### src/rtl/shift_add_mul_ctrl.sv
// Shift-and-add multiply sequencer: runs an external WIDTH-bit adder for
// WIDTH cycles to form an exact 2*WIDTH-bit unsigned product.
module shift_add_mul_ctrl #(
  parameter int unsigned WIDTH = 5
) (
  input  logic                 clk,
  input  logic                 rst_n,
  input  logic                 start,
  input  logic [WIDTH-1:0]     a,
  input  logic [WIDTH-1:0]     b,
  output logic [WIDTH-1:0]     add_a,
  output logic [WIDTH-1:0]     add_b,
  input  logic [WIDTH:0]       add_sum,
  output logic                 busy,
  output logic                 done,
  output logic [2*WIDTH-1:0]   product
);

  localparam int unsigned CNT_W  = $clog2(WIDTH + 1);
  localparam int unsigned PROD_W = 2 * WIDTH;

  typedef enum logic [1:0] {
    ST_IDLE = 2'd0,
    ST_RUN  = 2'd1,
    ST_DONE = 2'd2
  } state_e;

  state_e              state_q, state_d;
  logic [WIDTH-1:0]    m_q, m_d;
  logic [WIDTH-1:0]    acc_q, acc_d;
  logic [WIDTH-1:0]    q_q, q_d;
  logic [CNT_W-1:0]    count_q, count_d;
  logic [PROD_W-1:0]   product_q, product_d;
  logic                busy_q, busy_d;
  logic                done_q, done_d;

  // Next-state and datapath update
  always_comb begin
    state_d   = state_q;
    m_d       = m_q;
    acc_d     = acc_q;
    q_d       = q_q;
    count_d   = count_q;
    product_d = product_q;
    unique case (state_q)
      ST_IDLE: begin
        if (start) begin
          m_d     = a;
          q_d     = b;
          acc_d   = '0;
          count_d = '0;
          state_d = ST_RUN;
        end
      end
      ST_RUN: begin
        // Carry out lands in the ACC MSB; the sum LSB shifts into Q.
        acc_d   = add_sum[WIDTH:1];
        q_d     = {add_sum[0], q_q[WIDTH-1:1]};
        count_d = count_q + CNT_W'(1);
        if (count_q == CNT_W'(WIDTH - 1)) begin
          product_d = {add_sum[WIDTH:1], add_sum[0], q_q[WIDTH-1:1]};
          state_d   = ST_DONE;
        end
      end
      ST_DONE: state_d = ST_IDLE;
      default: state_d = ST_IDLE;
    endcase
    busy_d = (state_d == ST_RUN);
    done_d = (state_d == ST_DONE);
  end

  always_ff @(posedge clk or negedge rst_n) begin
    if (!rst_n) begin
      state_q   <= ST_IDLE;
      m_q       <= '0;
      acc_q     <= '0;
      q_q       <= '0;
      count_q   <= '0;
      product_q <= '0;
      busy_q    <= 1'b0;
      done_q    <= 1'b0;
    end else begin
      state_q   <= state_d;
      m_q       <= m_d;
      acc_q     <= acc_d;
      q_q       <= q_d;
      count_q   <= count_d;
      product_q <= product_d;
      busy_q    <= busy_d;
      done_q    <= done_d;
    end
  end

  // Adder operands are only non-zero while iterating
  always_comb begin
    add_a = '0;
    add_b = '0;
    if (state_q == ST_RUN) begin
      add_a = acc_q;
      add_b = q_q[0] ? m_q : '0;
    end
  end

  assign busy    = busy_q;
  assign done    = done_q;
  assign product = product_q;

endmodule

### config.mk
export PLATFORM = sky130hd
export DESIGN_NAME = shift_add_mul_ctrl
export DESIGN_NICKNAME = d
export VERILOG_FILES = /design/src/rtl/shift_add_mul_ctrl.sv
export SDC_FILE = /design/constraint.sdc
export NUM_CORES = 1
export LEC_CHECK = 0
export ABC_AREA = 1
export ABC_CLOCK_PERIOD_IN_PS = 1500
export CAP_MARGIN = 20
export CELL_PAD_IN_SITES_DETAIL_PLACEMENT = 1
export CELL_PAD_IN_SITES_GLOBAL_PLACEMENT = 2
export CORE_MARGIN = 2
export CORE_UTILIZATION = 35
export DETAILED_ROUTE_END_ITERATION = 12
export DONT_BUFFER_PORTS = 1
export HOLD_SLACK_MARGIN = 0.12
export PLACE_DENSITY = 0.82
export SETUP_SLACK_MARGIN = 0.15
export SLEW_MARGIN = 20
export SYNTH_ARGS = -nofsm -noshare
export SYNTH_HDL_FRONTEND = slang
export SYNTH_SLANG_ARGS = --single-unit
export TNS_END_PERCENT = 5
### constraint.sdc
create_clock -name clk -period 1.5 [get_ports clk]
set_clock_uncertainty 0.2 [all_clocks]
set_input_delay 0.3 -clock clk [delete_from_list [all_inputs] [get_ports clk]]
set_output_delay 0.3 -clock clk [all_outputs]
set_load 0.03 [all_outputs]
==> summary.txt, run 1 <==
Critical path
  • CP Launch Type: flop
  • Crit Path Class: flop to output port
  • Worst Path Arrival: 1.19 ns
  • Worst setup EP type: output port
  • Worst Path Required: 1.00 ns
  • Crit-path max FO: 7

Clocking
  • Htree depth: 2
  • CTS root buffer: clkbuf_8
  • CTS tree: yes
  • Worst skew pair latency: roughly 0.28 ns
  • TritonCTS Sinks: 32
  • Clock transition at path regs: 0.06 ns
  • Clk buf depth: 2
  • TritonCTS Buffers: 5

Placement
  • Area after DPL: 1650 µm²
  • RePlAce Congestion: approximately 0.78
  • Hpwl dp: around 2700 µm
  • Port Buf Inserts: 0

Worst hold path
  • HP Class: primary input to flop

Synthesis
  • Most frequent cell after synthesis: nand2_1
  • Synthesis Warnings: 0
  • Cells after Synth: around 170
  • Syn Nets: 190
  • Synth Flop Type: dfrtp_1
  • Synthesized area per cell: 8.54 µm²
  • Register area share after synthesis: between 50% and 60%
  • Ranking of synthesized cells by area: dfrtp_1, nand2_1, inv_1, nand3_1, o21ai_2
  • Post-synth EDFFs: 0
  • Synth top area share: around 56%
  • Largest area contributor in the netlist: dfrtp_1
  • Synth unique cells: 14
  • Flops & latches, synth: 32
  • FFs w/ async S/R, synth: 100%
  • Synth cell count leaders: nand2_1, dfrtp_1, inv_1
  • Mapped Area: 1440 µm²

GRT
  • Largest net degree at the start of global routing: 33
  • Initial antenna violation count: 0
  • Total track usage: 19.5%
  • First-pass GRT wire length: approximately 6400 µm
  • Vias in the first global route: around 1300
  • GR Overflow Total: 0

Floorplanning
  • Core outline area: slightly below 4000 µm²
  • Row count: 23
  • Die width: 68.2 µm
  • Total I/O pin count: 41
  • Initial Utilization: about 36%
  • Die area: around 4700 µm²
  • DIE HEIGHT: 68.2 µm

Timing
  • Max Fclk: just under 600 MHz
  • Hold Worst Slack: 0.184 ns
  • Slew Viols, Final: 0
  • Fin crit share: 112%
  • Final setup margin: -0.187 ns
  • Slew @ Worst Pin: between 0.3 and 0.4 ns
  • Final period demand of the worst path: 1.69 ns
  • Slew headroom: roughly three quarters
  • Final setup viols: 10
  • RSZ-0062 raised after global routing: true
  • Final-report hold violation count: 0

Flow run
  • Max-Cap Viols: 0

Routing
  • DR pass1 iterations: 2
  • Via density per instance: 4.86
  • Final ANT Viol Nets: 0
  • First DRT Iteration DRCs: 33
  • Drt wl/cell: roughly 16 µm
  • # DRC: 0
  • Post-Route WL: approximately 4000 µm
  • Via count: 1234

Pwr
  • Max IR drop VDD: 0.852 mV
  • Cell area power density: approximately 2300 nW/µm²
  • Pleak: 1.04 nW

Finish
  • Fraction of layout cells with a size suffix above 1: 36.8%
  • Synth-to-layout area growth: 47.6%
  • Inserted Diodes: 0
  • Finished Core Util: roughly 54%
  • Final nets: roughly 230
  • Post-Layout Inst Area: ~2100 µm²

Outcome
  • Outcome: finished with violations
  • Violated checks: negative setup slack
==> where the power goes <==
| group | switching [mW] | internal (mW) |
|---|---|---|
| registers | 0.644 | 1.28 |
| logic | 1.44 | 0.914 |
| clock network | 0.310 | 0.315 |
==> per-layer routing <==
layer	global-route usage (%)	vias up	share of wire, %
li1	-	593	-
met1	20.4	605	38
met2	35.4	31	55
met3	7.07	5	6.1
met4	7.50	0	1.4
met5	0	-	0
==> flip-flops by register name, summed over array words and instances, names as in the netlist <==
name and cells:
count_q 3, q_q 5, done 1, acc_q 5, m_q 5, state_q 2
busy 1, product 10
==> stage by stage <==
| step | instances | power (mW) | TNS [ns] | setup WS, ns |
|---|---|---|---|---|
| 4_1_cts | 253 | 4.69 | -1.85 | -0.204 |
| 3_3_place_gp | 224 | 3.69 | 0 | 0.0801 |
| 2_1_floorplan | 169 | 3.29 | 0 | 0.0271 |
| 6_report | 254 | 4.90 | -1.84 | -0.187 |
| 3_5_place_dp | 224 | 3.81 | 0 | 0.00544 |
| 5_1_grt | 254 | 5.28 | -2.48 | -0.251 |
==> repair_timing <==
action	in CTS	in global routing
hold buffers	19	0
endpoints found under the setup margin	39	42
buffers inserted	3	1
resized for setup	21	38
pin swaps	4	16
hold endpoints to repair	54	0
==> worst max-delay path, stage by stage (launching register included) <==
cell     delay (ns)
dfrtp_1        0.41
inv_2          0.09
nand2_4        0.07
buf_12         0.15
nor2_4         0.19
==> placed cells by master, fill, tap and decap left out, drive strengths merged <==
cell,n
inv,26
ha,2
clkinv,2
nor2,12
clkbuf,6
dlygate4sd3,18
buf,15
o21ai,20
dfrtp,32
nand3,17
nand2,54
==> final timing paths <==
check                      depth (start not counted)  startpoint  slack, ns    endpoint
max                                                4  state_q[1]      -0.19    add_b[2]
min                                                4       start       0.18    acc_q[0]
max reg2reg                                        7  state_q[1]       0.05  count_q[0]
min reg2reg                                        2      m_q[2]       0.29      m_q[2]
max in group asynchronous                          2       rst_n       0.66  product[6]
min in group asynchronous                          2       rst_n       0.25  product[3]
==> kinds of logic (layout without fill, tap and decap cells) <==
kind of cell	after synthesis	count (layout)	share of synthesized area, %
AO/OA/AOI/OAI	20	20	9.28
AND/OR/NAND/NOR	83	83	24.1
adder cells (fa/ha/maj)	2	2	1.73
flip-flops	32	32	55.5
buffers and inverters	32	67	9.37
==> cell type report <==
cell class / instances / area (µm²)
Clock buffer: 6 / 72.6
Multi-Input combinational cell: 105 / 716
Sequential cell: 32 / 805
Tap cell: 50 / 62.6
Fill cell: 449 / 1840
Inverter: 27 / 116
Timing Repair Buffer: 33 / 353
Clock inverter: 1 / 5.00
Power figures use the tool's default switching activity.
==> run 2, diff against run 1 <==
--- a/config.mk
+++ b/config.mk
@@ -8,8 +8,7 @@
 export ABC_AREA = 1
 export ABC_CLOCK_PERIOD_IN_PS = 1500
-export CAP_MARGIN = 20
 export CELL_PAD_IN_SITES_DETAIL_PLACEMENT = 1
 export CELL_PAD_IN_SITES_GLOBAL_PLACEMENT = 2
-export CORE_MARGIN = 2
+export CORE_MARGIN = 4
 export CORE_UTILIZATION = 35
 export DETAILED_ROUTE_END_ITERATION = 12
==> constraint.sdc (replaced) <==
create_clock -name clk -period 1.5 [get_ports clk]
set_clock_uncertainty 0.2 [all_clocks]
set_input_delay 0.3 -clock clk [delete_from_list [all_inputs] [get_ports clk]]
set_output_delay 0.3 -clock clk [all_outputs]
set_load 0.005 [all_outputs]
==> summary.txt, run 2 (synthesized netlist as in run 1, its figures left out) <==
Outcome
  • Outcome: finished with violations (unchanged)
  • Violated checks: negative setup slack (unchanged)

Timing
  • Slew Viols, Final: 0 (unchanged)
  • Slew @ Worst Pin: 0.290 ns (was 0.373 ns)
  • Fin crit share: 101% (was 112%)
  • Slew headroom: 80.6% (was 75.1%)
  • RSZ-0062 raised after global routing: true (unchanged)
  • Max Fclk: 659 MHz (was 593 MHz)
  • Final period demand of the worst path: 1.52 ns (was 1.69 ns)
  • Final setup margin: -0.0178 ns (was -0.187 ns)
  • Final-report hold violation count: 0 (unchanged)
  • Final setup viols: 10 (unchanged)

Clocking
  • Clk buf depth: 2 (unchanged)
  • TritonCTS Buffers: 5 (unchanged)
  • TritonCTS Sinks: 32 (unchanged)
  • Worst skew pair latency: 0.29 ns (was 0.28 ns)
  • Clock transition at path regs: 0.06 ns (about the same)
  • CTS tree: yes (unchanged)
  • CTS root buffer: clkbuf_8 (unchanged)
  • Htree depth: 2 (unchanged)

Routing
  • Post-Route WL: 3920 µm (was 4030 µm)
  • Via count: 1231 (was 1234)
  • Final ANT Viol Nets: 0 (unchanged)
  • # DRC: 0 (unchanged)
  • Via density per instance: 4.88 (was 4.86)
  • First DRT Iteration DRCs: 24 (was 33)
  • DR pass1 iterations: 4 (was 2)
  • Drt wl/cell: 15.6 µm (was 15.9 µm)

GRT
  • Largest net degree at the start of global routing: 33 (unchanged)
  • Total track usage: 17.0% (was 19.5%)
  • GR Overflow Total: 0 (unchanged)
  • First-pass GRT wire length: 6510 µm (was 6360 µm)
  • Initial antenna violation count: 0 (unchanged)
  • Vias in the first global route: 1327 (was 1325)

Finish
  • Final nets: 222 (was 225)
  • Filler cell count: 462 (was 449)
  • Post-Layout Inst Area: 2000 µm² (was 2130 µm²)
  • Synth-to-layout area growth: 38.7% (was 47.6%)
  • Area taken by multi-input logic gates: 648 µm² (was 716 µm²)
  • Largest register FFs: 10 (unchanged)
  • Most frequent cells in the layout: nand2_1, dfrtp_1, inv_1, dlygate4sd3_1, nand3_1 (unchanged)
  • Commonest non-fill, non-tap cell in the layout: nand2_1 (unchanged)
  • Inserted Diodes: 0 (unchanged)
  • Fraction of layout cells with a size suffix above 1: 30.7% (was 36.8%)
  • Finished Layout Cells: 252 (was 254)
  • Sequential cell area: 802 µm² (was 805 µm²)

Floorplanning
  • DIE HEIGHT: 72.2 µm (was 68.2 µm)
  • Core outline area: 4000 µm² (was 3970 µm²)
  • Row count: 23 (unchanged)
  • Die area: 5210 µm² (was 4650 µm²)
  • Total I/O pin count: 41 (unchanged)
  • Die width: 72.2 µm (was 68.2 µm)
  • Initial Utilization: 36.1% (was 36.3%)

Critical path
  • Reg-to-Reg Start: state_q[1] (unchanged)
  • Critical-path cell list: inv_4 -> nand2_8 -> nor2_2 (was inv_2 -> nand2_4 -> buf_12 -> nor2_4)
  • Worst setup EP type: output port (unchanged)
  • Max incr delay on CP: 0.41 ns (about the same)
  • Crit Path Class: flop to output port (unchanged)
  • WP buf/inv: 1 (was 2)
  • Worst Path Required: 1.00 ns (about the same)
  • CP Launch Type: flop (unchanged)
  • Critical Path Start: state_q[1] (unchanged)
  • CP top delay family: flip-flops (unchanged)
  • Crit-path max FO: 13 (was 7)
  • Worst path slowest cell: dfrtp_1 (unchanged)
  • Worst Path Arrival: 1.02 ns (was 1.19 ns)

Worst hold path
  • Hold Startpoint: start (unchanged)
  • HP Class: primary input to flop (unchanged)

Placement
  • RePlAce Congestion: 0.750 (was 0.780)
  • Hpwl dp: 2550 µm (was 2670 µm)
  • Port Buf Inserts: 0 (unchanged)
  • Area after DPL: 1520 µm² (was 1650 µm²)
  • Dpl cells: 220 (was 224)

Flow run
  • Max-Cap Viols: 0 (unchanged)

Pwr
  • Max IR drop VDD: 0.616 mV (was 0.852 mV)
  • Cell area power density: 2060 nW/µm² (was 2300 nW/µm²)
  • Pleak: 0.995 nW (was 1.04 nW)
-- run 2: changes by cell type in the layout (fill, tap and decap cells not counted), sizes merged --
cell         previous run  this run
clkbuf                  6         8
dlygate4sd3            18        17
inv                    26        27
nand2                  54        55
buf                    15        12
clkinv                  2         0
-- run 2: worst reg2reg max path: cells and delay by family, from the launching register on --
family                 cells  cell delay (ns)
flip-flops                 1             0.41
buffers and inverters      2             0.26
AND/OR/NAND/NOR            4             0.50
-- run 2: cell type report --
class / count / area share, %
clock buffers: 8 / 4.50
flip-flops and latches: 32 / 40.1
well taps: 50 / 3.13
multi-input cells: 106 / 32.4
repair buffers: 29 / 14.2
inverters: 27 / 5.69
-- run 2: metal layers --
layer / up-vias / part of all wire (%) / GRT usage (%)
met5: - / 0 / 0
met4: 0 / 2.7 / 8.35
met3: 10 / 6.2 / 6.09
met2: 35 / 53 / 29.2
met1: 601 / 38 / 18.4
li1: 585 / - / -
-- run 2: stage by stage --
step / util (%) / power (mW) / TNS (ns) / hold WS [ns] / setup slack, ns
after global routing: 50.0 / 4.48 / -0.654 / 0.124 / -0.0728
after global placement: 38.0 / 2.80 / 0 / -0.195 / 0.0151
final: 50.0 / 4.13 / -0.127 / 0.0942 / -0.0178
after CTS: 49.5 / 4.10 / -0.171 / 0.120 / -0.0262
after floorplan: - / 2.51 / 0 / -0.196 / 0.134
after detailed placement: 38.0 / 2.89 / -0.141 / -0.195 / -0.0401
-- run 2: where the power goes --
| group | switching (mW) | internal (mW) | total, mW |
|---|---|---|---|
| Clock | 0.314 | 0.374 | 0.688 |
| Combinational | 1.10 | 0.741 | 1.84 |
| Sequential | 0.323 | 1.28 | 1.60 |
| Total | 1.73 | 2.39 | 4.13 |
-- run 2: final timing paths --
kind                            cells after the start    endpoint  slack, ns
worst max-delay path                                3    add_a[3]      -0.02
worst min-delay path                                2      m_q[3]       0.09
worst max register to register                      6  product[7]       0.07
worst min register to register                      2      m_q[2]       0.29
max in group asynchronous                           2  state_q[0]       0.65
min in group asynchronous                           2      q_q[2]       0.28
-- run 2: repair_timing --
action,4_1_cts,5_1_grt
gates cloned,1,0
gates resized for setup,44,7
hold buffers,18,0
pin swaps,10,7
endpoints found under the hold margin,53,0
buffers inserted,5,0
setup endpoints to repair,40,41
